## src/rtl/clap_approver_pkg.sv

```systemverilog
// Shared types and constants for the clap/key approval path.
// No logic; pure declarations.
// No flow control; consumed by every file of the block.
package clap_approver_pkg;

   // Approval sequencer states; encoding is exported on state_dbg.
   typedef enum logic [1:0] {
      IDLE    = 2'd0,
      WAIT2   = 2'd1,
      CONFIRM = 2'd2
   } state_t;

   // PS/2 set-2 prefix bytes.
   localparam logic [7:0] PS2_BREAK = 8'hF0;
   localparam logic [7:0] PS2_EXT   = 8'hE0;

   // Default answer keys: Y approves, N denies.
   localparam logic [7:0] KEY_YES_DEF = 8'h35;
   localparam logic [7:0] KEY_NO_DEF  = 8'h31;

endpackage

```

## src/rtl/clap_key_approver_if.sv

```systemverilog
// Keyboard byte bus from the PS/2 receiver into the approver.
// Latency: none, wires only.
// No backpressure: key_valid is a one-cycle strobe that must be consumed.
interface clap_key_approver_if;
   logic       key_valid;
   logic [7:0] key_code;

   modport master (output key_valid, key_code);
   modport slave  (input  key_valid, key_code);
endinterface

```

## src/rtl/ps2_make_filter.sv

```systemverilog
// Strips F0/E0 prefixes from the raw PS/2 byte stream, yielding make events.
// Latency: 0 cycles, outputs are combinational from the byte plus registered flags.
// No backpressure: every strobed byte is consumed in the cycle it arrives.
module ps2_make_filter
   import clap_approver_pkg::*;
(
   input  logic       clk,
   input  logic       resetn,
   input  logic       key_valid,
   input  logic [7:0] key_code,
   output logic       make_valid,
   output logic [7:0] make_code,
   output logic       make_ext
);

   logic brk_flag;
   logic ext_flag;
   logic is_prefix;

   assign is_prefix  = (key_code == PS2_BREAK) || (key_code == PS2_EXT);
   assign make_valid = key_valid && !brk_flag && !is_prefix;
   assign make_code  = key_code;
   assign make_ext   = ext_flag;

   // Prefix tracking: the byte after F0 is discarded and ends the whole
   // prefix sequence, so a pending E0 is dropped along with it.
   always_ff @(posedge clk or negedge resetn) begin
      if (!resetn) begin
         brk_flag <= 1'b0;
         ext_flag <= 1'b0;
      end else if (key_valid) begin
         if (brk_flag) begin
            brk_flag <= 1'b0;
            ext_flag <= 1'b0;
         end else if (key_code == PS2_BREAK) begin
            brk_flag <= 1'b1;
         end else if (key_code == PS2_EXT) begin
            ext_flag <= 1'b1;
         end else begin
            ext_flag <= 1'b0;
         end
      end
   end

endmodule

```

## src/rtl/clap_key_approver.sv

```systemverilog
// Double clap arms the block; a Y/N keyboard answer approves or denies it.
// Latency: clap to state 3 cycles from first sample; key to pulse 1 cycle.
// No backpressure: clap edges during holdoff and unrelated keys are dropped.
module clap_key_approver
   import clap_approver_pkg::*;
#(
   parameter int unsigned HOLDOFF_CYC     = 5_000_000,
   parameter int unsigned PAIR_WINDOW_CYC = 50_000_000,
   parameter int unsigned CONFIRM_CYC     = 250_000_000,
   parameter logic [7:0]  KEY_YES         = KEY_YES_DEF,
   parameter logic [7:0]  KEY_NO          = KEY_NO_DEF
) (
   input  logic                      clk,
   input  logic                      resetn,
   input  logic                      clap_detected,
   clap_key_approver_if.slave        kbd,
   output logic                      armed,
   output logic                      approved,
   output logic                      denied,
   output logic                      light_on,
   output logic [1:0]                state_dbg
);

   localparam int unsigned MAX_CYC = (PAIR_WINDOW_CYC > CONFIRM_CYC) ? PAIR_WINDOW_CYC : CONFIRM_CYC;
   localparam int TW = $clog2(MAX_CYC) + 1;
   localparam int HW = $clog2(HOLDOFF_CYC + 1);

   state_t          state;
   state_t          state_nx;
   logic [2:0]      clap_sync;
   logic            clap_rise;
   logic            clap_acc;
   logic [HW-1:0]   holdoff;
   logic [TW-1:0]   tmr_cnt;
   logic            tmr_zero;
   logic            tmr_load;
   logic [TW-1:0]   tmr_val;
   logic            approve_nx;
   logic            deny_nx;
   logic            make_valid;
   logic [7:0]      make_code;
   logic            make_ext;
   logic            key_yes;
   logic            key_no;

   ps2_make_filter u_filter (
      .clk        (clk),
      .resetn     (resetn),
      .key_valid  (kbd.key_valid),
      .key_code   (kbd.key_code),
      .make_valid (make_valid),
      .make_code  (make_code),
      .make_ext   (make_ext)
   );

   assign key_yes   = make_valid && !make_ext && (make_code == KEY_YES);
   assign key_no    = make_valid && !make_ext && (make_code == KEY_NO);
   assign clap_acc  = clap_rise && (holdoff == '0);
   assign tmr_zero  = (tmr_cnt == '0);
   assign state_dbg = state;

   // Two synchroniser flops, a third as edge-detect history, then a
   // registered rising-edge strobe.
   always_ff @(posedge clk or negedge resetn) begin
      if (!resetn) begin
         clap_sync <= '0;
         clap_rise <= 1'b0;
      end else begin
         clap_sync <= {clap_sync[1:0], clap_detected};
         clap_rise <= clap_sync[1] && !clap_sync[2];
      end
   end

   // Holdoff: every accepted edge, in any state, restarts the dead time.
   always_ff @(posedge clk or negedge resetn) begin
      if (!resetn) begin
         holdoff <= '0;
      end else if (clap_acc) begin
         holdoff <= HW'(HOLDOFF_CYC);
      end else if (holdoff != '0) begin
         holdoff <= holdoff - 1'b1;
      end
   end

   // Shared window/confirm timer; loaded with N-1 so the timed state
   // lasts exactly N cycles before the expiry cycle takes it out.
   always_ff @(posedge clk or negedge resetn) begin
      if (!resetn) begin
         tmr_cnt <= '0;
      end else if (tmr_load) begin
         tmr_cnt <= tmr_val;
      end else if (!tmr_zero) begin
         tmr_cnt <= tmr_cnt - 1'b1;
      end
   end

   // Next-state and pulse decode; keys beat expiry, claps beat window expiry.
   always_comb begin
      state_nx   = state;
      tmr_load   = 1'b0;
      tmr_val    = '0;
      approve_nx = 1'b0;
      deny_nx    = 1'b0;
      case (state)
         WAIT2: begin
            if (clap_acc) begin
               state_nx = CONFIRM;
               tmr_load = 1'b1;
               tmr_val  = TW'(CONFIRM_CYC - 1);
            end else if (tmr_zero) begin
               state_nx = IDLE;
            end
         end
         CONFIRM: begin
            if (key_yes) begin
               state_nx   = IDLE;
               approve_nx = 1'b1;
            end else if (key_no || tmr_zero) begin
               state_nx = IDLE;
               deny_nx  = 1'b1;
            end
         end
         default: begin
            if (clap_acc) begin
               state_nx = WAIT2;
               tmr_load = 1'b1;
               tmr_val  = TW'(PAIR_WINDOW_CYC - 1);
            end
         end
      endcase
   end

   // State and output registers; armed tracks the next state so it drops
   // in the same cycle the answer pulse rises.
   always_ff @(posedge clk or negedge resetn) begin
      if (!resetn) begin
         state    <= IDLE;
         armed    <= 1'b0;
         approved <= 1'b0;
         denied   <= 1'b0;
         light_on <= 1'b0;
      end else begin
         state    <= state_nx;
         armed    <= (state_nx == CONFIRM);
         approved <= approve_nx;
         denied   <= deny_nx;
         if (approve_nx) begin
            light_on <= !light_on;
         end
      end
   end

endmodule

```

## src/flat_wrapper.sv

```systemverilog
// flat-port wrapper written by rule: the top's interface ports become plain ports
module clap_key_approver_flat import clap_approver_pkg::*;
#(
   parameter int unsigned HOLDOFF_CYC     = 5_000_000,
   parameter int unsigned PAIR_WINDOW_CYC = 50_000_000,
   parameter int unsigned CONFIRM_CYC     = 250_000_000,
   parameter logic [7:0]  KEY_YES         = KEY_YES_DEF,
   parameter logic [7:0]  KEY_NO          = KEY_NO_DEF
)
  (clk, resetn, clap_detected, armed, approved, denied, light_on, state_dbg, kbd_key_valid, kbd_key_code);
  clap_key_approver_if kbd_i ();
  input  logic clk;
  input  logic resetn;
  input  logic clap_detected;
  output logic armed;
  output logic approved;
  output logic denied;
  output logic light_on;
  output logic [1:0] state_dbg;
  input wire logic [$bits(kbd_i.key_valid)-1:0] kbd_key_valid;
  input wire logic [$bits(kbd_i.key_code)-1:0] kbd_key_code;
  assign kbd_i.key_valid = kbd_key_valid;
  assign kbd_i.key_code = kbd_key_code;
  clap_key_approver #(.HOLDOFF_CYC(HOLDOFF_CYC), .PAIR_WINDOW_CYC(PAIR_WINDOW_CYC), .CONFIRM_CYC(CONFIRM_CYC), .KEY_YES(KEY_YES), .KEY_NO(KEY_NO)) u_core (.clk(clk), .resetn(resetn), .clap_detected(clap_detected), .kbd(kbd_i), .armed(armed), .approved(approved), .denied(denied), .light_on(light_on), .state_dbg(state_dbg));
endmodule
```

## config.mk

```make
export PLATFORM = sky130hd
export DESIGN_NAME = clap_key_approver_flat
export DESIGN_NICKNAME = d
export VERILOG_FILES = /design/src/rtl/clap_approver_pkg.sv /design/src/rtl/clap_key_approver_if.sv /design/src/rtl/ps2_make_filter.sv /design/src/rtl/clap_key_approver.sv /design/src/flat_wrapper.sv
export SDC_FILE = /design/constraint.sdc
export NUM_CORES = 1
export LEC_CHECK = 0
export CAP_MARGIN = 10
export CORE_MARGIN = 4
export CORE_UTILIZATION = 40
export DETAILED_ROUTE_END_ITERATION = 12
export DONT_BUFFER_PORTS = 1
export PLACE_DENSITY = 0.62
export SETUP_SLACK_MARGIN = 0.1
export SLEW_MARGIN = 20
export SYNTH_ARGS = -nofsm -noshare
export SYNTH_HDL_FRONTEND = slang
export SYNTH_SLANG_ARGS = --single-unit
export TNS_END_PERCENT = 100
```

## constraint.sdc

```tcl
create_clock -name clk -period 3.35 [get_ports clk]
set_input_delay 0.335 -clock clk [delete_from_list [all_inputs] [get_ports clk]]
set_output_delay 0.335 -clock clk [all_outputs]
set_load 0.005 [all_outputs]
```

==> impl_metrics.env, run 1 <==
export IMPL_reg2reg_from="u_core.tmr_cnt[8]$_DFFE_PN0P_"
export IMPL_synth_xor_area_frac=0.0918
export IMPL_layout_drive_gt1_share=0.0904
export IMPL_synth_simple_gate_area_frac=0.246
export IMPL_min_to="u_core.u_filter.make_ext$_DFFE_PN0P_"
export IMPL_num_rows=33
export IMPL_nets=367
export IMPL_finalMaxSlewViolations=0
export IMPL_fin_crit_sh=0.768
export IMPL_synth_fa_ha_area_frac=0.0187
export IMPL_finalSetupViolCount=0
export IMPL_cts_buffers=9
export IMPL_numPortBuffers=0
export IMPL_p_seq_frac=0.478
export IMPL_ys_seq_elements=64
export IMPL_core_um2=8180
export IMPL_antenna_found_initial=0
export IMPL_finalSetupTns_ns=0
export IMPL_clock_path_buffers=2
export IMPL_power_uw=2380
export IMPL_routed_via_count=2579
export IMPL_netlist_area_um2=3340
export IMPL_ir_worst_vdd_mv=0.312
export IMPL_rrSetupSlack_ns=0.78
export IMPL_fin_skew_ns=0.0129
export IMPL_status="completed"
export IMPL_timing_hold_ws_ns=0.0863
export IMPL_intPower_uw=1600
export IMPL_worst_path_most_repeated_cell="nor4_1"
export IMPL_max_stage_delay_ns=0.74
export IMPL_diodes=0
export IMPL_r2r_end="u_core.tmr_cnt[26]$_DFFE_PN0P_"
export IMPL_hold_buffers=2
export IMPL_tritoncts="yes"
export IMPL_min_delay_start="kbd_key_valid"
export IMPL_viasPerCell=5.62
export IMPL_design_area_um2=3730
export IMPL_fp_dieW_um=99.4
export IMPL_clk_pin_slew_ns=0.08
export IMPL_hold_class="input port to flip-flop"
export IMPL_worstMarginPinSlew_ns=0.841
export IMPL_grt_max_degree=65
export IMPL_crit_required_ns=3.55
export IMPL_avgSynthCellArea_um2=9.80
export IMPL_routed_wl_um=7450
export IMPL_yosysSeqAreaShare=0.479
export IMPL_dp_hpwl_um=5010
export IMPL_postPlaceCellArea_um2=3460
export IMPL_grt_pass1_wl_um=13100
export IMPL_cp_cell_sequence="nor4_1 -> nand4_1 -> nor4_1 -> xnor2_1 -> o21ai_0"
export IMPL_worstSkewPairLatency_ns=0.34
export IMPL_drtIter0Drc=131
export IMPL_post_drt_wl_per_cell_um=16.2
export IMPL_slowest_stage="nor4_1"
export IMPL_synth_edf_count=0
export IMPL_ff2ff_path_depth=5
export IMPL_pwr_share_comb=0.212
export IMPL_layout_setup_ws_ns=0.777
export IMPL_cap_viol_max_count=0
export IMPL_cts_root_buffer="clkbuf_8"
export IMPL_initial_utilization=0.409
export IMPL_switchingPower_uw=780
export IMPL_grt_pass1_vias=2599
export IMPL_grt_setup_unrepaired="no"
export IMPL_whs_path_depth=1
export IMPL_area_growth_pct=11.7
export IMPL_drc_errors=0
export IMPL_h_tree_depth=3
export IMPL_track_usage=0.164
export IMPL_cp_end_kind="flip-flop"
export IMPL_grt_overflow_total=0
export IMPL_cts_setup_buffers=0
export IMPL_period_needed_ns=2.57
export IMPL_fp_dieH_um=99.4
export IMPL_path_class="flip-flop to flip-flop"
export IMPL_design_die_area_um2=9880
export IMPL_hold_viol=0
export IMPL_relSlewSlack=0.435
export IMPL_muxShareOfSynthArea=0.0281
export IMPL_max_clock_freq_ghz=0.389
export IMPL_ctsResizeCount=0
export IMPL_ys_warnings_count=0
export IMPL_p_clk_frac=0.311
export IMPL_place_ws_ns=0.828
export IMPL_dr_pass1_iters=4
export IMPL_synth_compound_area_frac=0.106
export IMPL_antenna_left=0
export IMPL_synth_cell_types=50
export IMPL_swShare=0.328
export IMPL_cp_arrival_ns=2.77
export IMPL_clkSinkCount=64
export IMPL_synth_ff_type="dfrtp_1"
export IMPL_synth_cells=341
export IMPL_powerDensity_nw_per_um2=637
export IMPL_gp_congestion=0.822
export IMPL_cp_start_kind="flip-flop"
export IMPL_syn_nets=358
export IMPL_leakage_uw=0.00149
export IMPL_path_max_fanout=10
export IMPL_async_reset_ff_frac=1.00
export IMPL_synth_top_family_by_area="simple AND/OR/NAND/NOR gates"
export IMPL_ioPinCount=18
-- worst max-delay path by stage --
stage / depth (start not counted) / start / endpoint / slack, ns
6_report: 5 / u_core.tmr_cnt[8]$_DFFE_PN0P_ / u_core.tmr_cnt[26]$_DFFE_PN0P_ / 0.78
3_3_place_gp: 8 / u_core.holdoff[0]$_DFFE_PN0P_ / u_core.tmr_cnt[17]$_DFFE_PN0P_ / 0.64
4_1_cts: 5 / u_core.tmr_cnt[8]$_DFFE_PN0P_ / u_core.tmr_cnt[26]$_DFFE_PN0P_ / 0.76
3_5_place_dp: 8 / u_core.holdoff[0]$_DFFE_PN0P_ / u_core.tmr_cnt[2]$_DFFE_PN0P_ / 0.83
5_1_grt: 5 / u_core.tmr_cnt[8]$_DFFE_PN0P_ / u_core.tmr_cnt[26]$_DFFE_PN0P_ / 0.56
2_1_floorplan: 6 / u_core.tmr_cnt[3]$_DFFE_PN0P_ / u_core.tmr_cnt[11]$_DFFE_PN0P_ / 1.02
-- cells in the mapped netlist (all sizes together) (6+ instances only) --
master,number,share of area
nor3,28,0.042
mux2i,6,0.018
dfrtp,64,0.48
nand4,12,0.024
clkbuf,8,0.0094
inv,13,0.015
nor4,12,0.026
nand2,15,0.017
o21ai,29,0.043
nor2,36,0.040
and4,6,0.016
or4,8,0.020
or3,6,0.011
nand3,7,0.010
a21oi,6,0.0090
xnor2,22,0.058
xor2,13,0.034
-- critical path, delay by kind of cell (launching register included) --
kind | cells | cell delay [ns]
simple gates | 3 | 1.72
flops | 1 | 0.45
xor+xnor | 1 | 0.16
compound gates | 1 | 0.09
-- logic make-up after synthesis --
logic type | Yosys count
simple gates | 147
compound gates | 57
mux | 9
flops | 64
xor+xnor | 35
buf+inv | 24
fa+ha+maj | 5
-- metal layers --
metal | global-route usage | vias up | wire, um
li1 | - | 1261 | -
met1 | 0.217 | 1280 | 3530
met2 | 0.267 | 34 | 3640
met3 | 0.0393 | 4 | 216
met4 | 0.0525 | 0 | 55
met5 | 0 | - | 0
-- power groups by stage --
stage | Sequential [uW] | Combinational, uW | Clock [uW]
final | 1130 | 503 | 738
after global routing | 1170 | 572 | 798
after CTS | 1130 | 506 | 768
after detailed placement | 1150 | 478 | 0
after global placement | 1140 | 464 | 0
after floorplan | 1090 | 398 | 0
-- cells in the final DEF, fill, tap and decap left out, types with 7 or more instances in the layout --
cell type / count
dfrtp_1: 64
xnor2_1: 22
nor3_1: 28
clkbuf_8: 10
o21ai_0: 28
nand4_1: 11
nor2_1: 36
inv_1: 13
nand2_1: 15
xor2_1: 13
nor4_1: 10
nand3_1: 7
-- flip-flops by register name, summed over array words and instances, names as in the netlist --
signal                    flops
u_core.clap_sync              3
u_core.u_filter.make_ext      1
u_core.light_on               1
u_core.approved               1
u_core.state_dbg              2
u_core.tmr_cnt               29
u_core.denied                 1
u_core.clap_rise              1
u_core.holdoff               23
u_core.armed                  1
u_core.u_filter.brk_flag      1
-- layout make-up --
type	count	area, um2
Tap cell	105	131
Clock buffer	10	138
Fill cell	775	4440
Multi-Input combinational cell	253	1640
Inverter	13	48.8
Sequential cell	64	1600
Timing Repair Buffer	9	92.6
Clock inverter	5	81.3
-- metrics by stage --
stage	utilization	cells
floorplan	-	341
global route	0.456	459
CTS	0.455	458
detailed placement	0.424	441
global placement	0.424	441
finish	0.456	459
Power figures use the tool's default switching activity.
==> inputs of run 2 (changes only) <==
PLACE_DENSITY = 0.64   (was 0.62)
clock period = 2.3 ns   (was 3.35 ns; I/O delays follow)
==> impl_metrics.env, run 2 (synthesis results as in run 1) <==
export IMPL_largest_register="u_core.tmr_cnt"
export IMPL_rrSetupSlack_ns=0.01
export IMPL_grt_pass1_wl_um=12700
export IMPL_drc_errors=0
export IMPL_cts_buffers=9
export IMPL_largest_registers="u_core.tmr_cnt x29, u_core.holdoff x23, u_core.clap_sync x3"
export IMPL_fp_dieW_um=99.4
export IMPL_area_growth_pct=20.7
export IMPL_finalMaxSlewViolations=0
export IMPL_fillers=750
export IMPL_worstMarginPinSlew_ns=0.660
export IMPL_cp_start_kind="flip-flop"
export IMPL_powerDensity_nw_per_um2=849
export IMPL_leakage_uw=0.00164
export IMPL_antenna_left=0
export IMPL_max_stage_delay_ns=0.46
export IMPL_dr_pass1_iters=4
export IMPL_whs_path_depth=2
export IMPL_reg2reg_from="u_core.holdoff[1]$_DFFE_PN0P_"
export IMPL_fp_dieH_um=99.4
export IMPL_antenna_found_initial=0
export IMPL_initial_utilization=0.409
export IMPL_path_max_fanout=6
export IMPL_postPlaceCellArea_um2=3600
export IMPL_crit_required_ns=2.52
export IMPL_hold_viol=0
export IMPL_utilization=0.493
export IMPL_grt_max_degree=65
export IMPL_worstSkewPairLatency_ns=0.35
export IMPL_r2r_end="u_core.holdoff[7]$_DFFE_PN0P_"
export IMPL_place_ws_ns=-0.0124
export IMPL_critical_path_top_delay_family="simple AND/OR/NAND/NOR gates"
export IMPL_cts_root_buffer="clkbuf_8"
export IMPL_ir_worst_vdd_mv=0.438
export IMPL_design_die_area_um2=9880
export IMPL_viasPerCell=5.64
export IMPL_nets=392
export IMPL_cp_arrival_ns=2.51
export IMPL_core_um2=8180
export IMPL_path_class="flip-flop to flip-flop"
export IMPL_largest_reg_flops=29
export IMPL_clock_path_buffers=2
export IMPL_cp_end_kind="flip-flop"
export IMPL_grt_pass1_vias=2759
export IMPL_tritoncts="yes"
export IMPL_worst_path_stages=8
export IMPL_grt_setup_unrepaired="yes"
export IMPL_clkSinkCount=64
export IMPL_power_uw=3420
export IMPL_drtIter0Drc=121
export IMPL_status="completed"
export IMPL_period_needed_ns=2.29
export IMPL_diodes=0
export IMPL_dp_hpwl_um=5120
export IMPL_fin_crit_sh=0.995
export IMPL_h_tree_depth=3
export IMPL_finalSetupViolCount=0
export IMPL_routed_via_count=2737
export IMPL_relSlewSlack=0.556
export IMPL_clk_pin_slew_ns=0.07
export IMPL_fin_skew_ns=0.0120
export IMPL_slowest_stage="or4b_4"
export IMPL_post_drt_wl_per_cell_um=15.6
export IMPL_cp_num_buf_inv=2
export IMPL_routed_wl_um=7560
export IMPL_track_usage=0.162
export IMPL_endpoint="u_core.holdoff[7]$_DFFE_PN0P_"
export IMPL_gp_congestion=0.846
export IMPL_startpoint="u_core.holdoff[1]$_DFFE_PN0P_"
export IMPL_num_rows=33
export IMPL_cap_viol_max_count=0
export IMPL_layout_common_cells="dfrtp_1, nor2_1, buf_4"
export IMPL_ff2ff_path_depth=8
export IMPL_numPortBuffers=0
export IMPL_max_clock_freq_ghz=0.437
export IMPL_hold_class="input port to flip-flop"
export IMPL_ioPinCount=18
export IMPL_layout_setup_ws_ns=0.0126
export IMPL_cp_cell_sequence="inv_2 -> ha_4 -> or4b_4 -> or3_4 -> o31ai_4 -> buf_6 -> nor4b_4 -> xor2_1"
export IMPL_grt_overflow_total=0
export IMPL_layout_drive_gt1_share=0.208
export IMPL_design_area_um2=4030
export IMPL_final_common_cell="dfrtp_1"
run 2: changes by cell type in the layout (fill, tap and decap cells not counted), moves of 3 or more:
| cell | before | now |
|---|---|---|
| clkinv_2 | 1 | 4 |
| nor2_1 | 36 | 33 |
| o21ai_0 | 28 | 25 |
| nor3_4 | 0 | 3 |
| buf_4 | 6 | 27 |
| nor2_2 | 0 | 3 |
| buf_6 | 0 | 3 |
| nor3_1 | 28 | 24 |
run 2: area by class of cell:
| cell class | count | area (um2) | area share |
|---|---|---|---|
| clock inverter | 6 | 35.0 | 0.00869 |
| sequential | 64 | 1600 | 0.397 |
| inverter | 13 | 48.8 | 0.0121 |
| clock buffer | 10 | 138 | 0.0341 |
| tap | 105 | 131 | 0.0326 |
| timing repair buffer | 34 | 294 | 0.0729 |
| multi-input combinational | 253 | 1780 | 0.442 |
run 2: stage by stage:
step / std cells / TNS [ns] / hold slack, ns
6_report: 485 / 0 / 0.0177
2_1_floorplan: 341 / 0 / -0.0656
4_1_cts: 480 / 0 / 0.00246
3_5_place_dp: 458 / -0.0124 / -0.0641
3_3_place_gp: 458 / 0 / -0.0641
5_1_grt: 485 / -0.256 / 0.00502
run 2: worst min path at each step:
| stage | startpoint | end | slack, ns |
|---|---|---|---|
| floorplan | resetn | u_core.approved$_DFF_PN0_ | -0.07 |
| global placement | resetn | u_core.denied$_DFF_PN0_ | -0.06 |
| detailed placement | resetn | u_core.u_filter.brk_flag$_DFFE_PN0P_ | -0.06 |
| CTS | kbd_key_code[4] | u_core.u_filter.brk_flag$_DFFE_PN0P_ | 0.002 |
| global route | kbd_key_code[4] | u_core.u_filter.brk_flag$_DFFE_PN0P_ | 0.005 |
| finish | kbd_key_code[4] | u_core.u_filter.brk_flag$_DFFE_PN0P_ | 0.02 |
run 2: power by group:
part | internal, uW | switching (uW) | total [uW] | leakage, uW
registers | 1350 | 288 | 1640 | 0.000803
clock network | 412 | 444 | 855 | 0.0000878
logic | 452 | 473 | 926 | 0.000748
total | 2220 | 1200 | 3420 | 0.00164
run 2: layer usage:
metal,wire (um),up-vias,GRT usage
met1,3320,1359,0.201
li1,-,1313,-
met3,396,14,0.0526
met5,0,-,0
met4,121,0,0.0536
met2,3710,51,0.267
run 2: what timing repair did:
action | 4_1_cts | 5_1_grt
hold buffers | 4 | 0
setup buffers | 1 | 5
setup endpoints to repair | 13 | 43
endpoints found under the hold margin | 67 | 0
pin swaps | 1 | 14
gates resized for setup | 7 | 30
gates cloned | 1 | 0
run 2: worst reg2reg max path: cells and delay by family (launching register included):
| kind | cells | cell delay [ns] |
|---|---|---|
| xor gates and xnor gates | 1 | 0.18 |
| and+or+nand+nor | 3 | 0.96 |
| buffers and inverters | 2 | 0.26 |
| DFF | 1 | 0.40 |
| AOI/OAI and AO/OA | 1 | 0.24 |
| adders and majority gates | 1 | 0.12 |
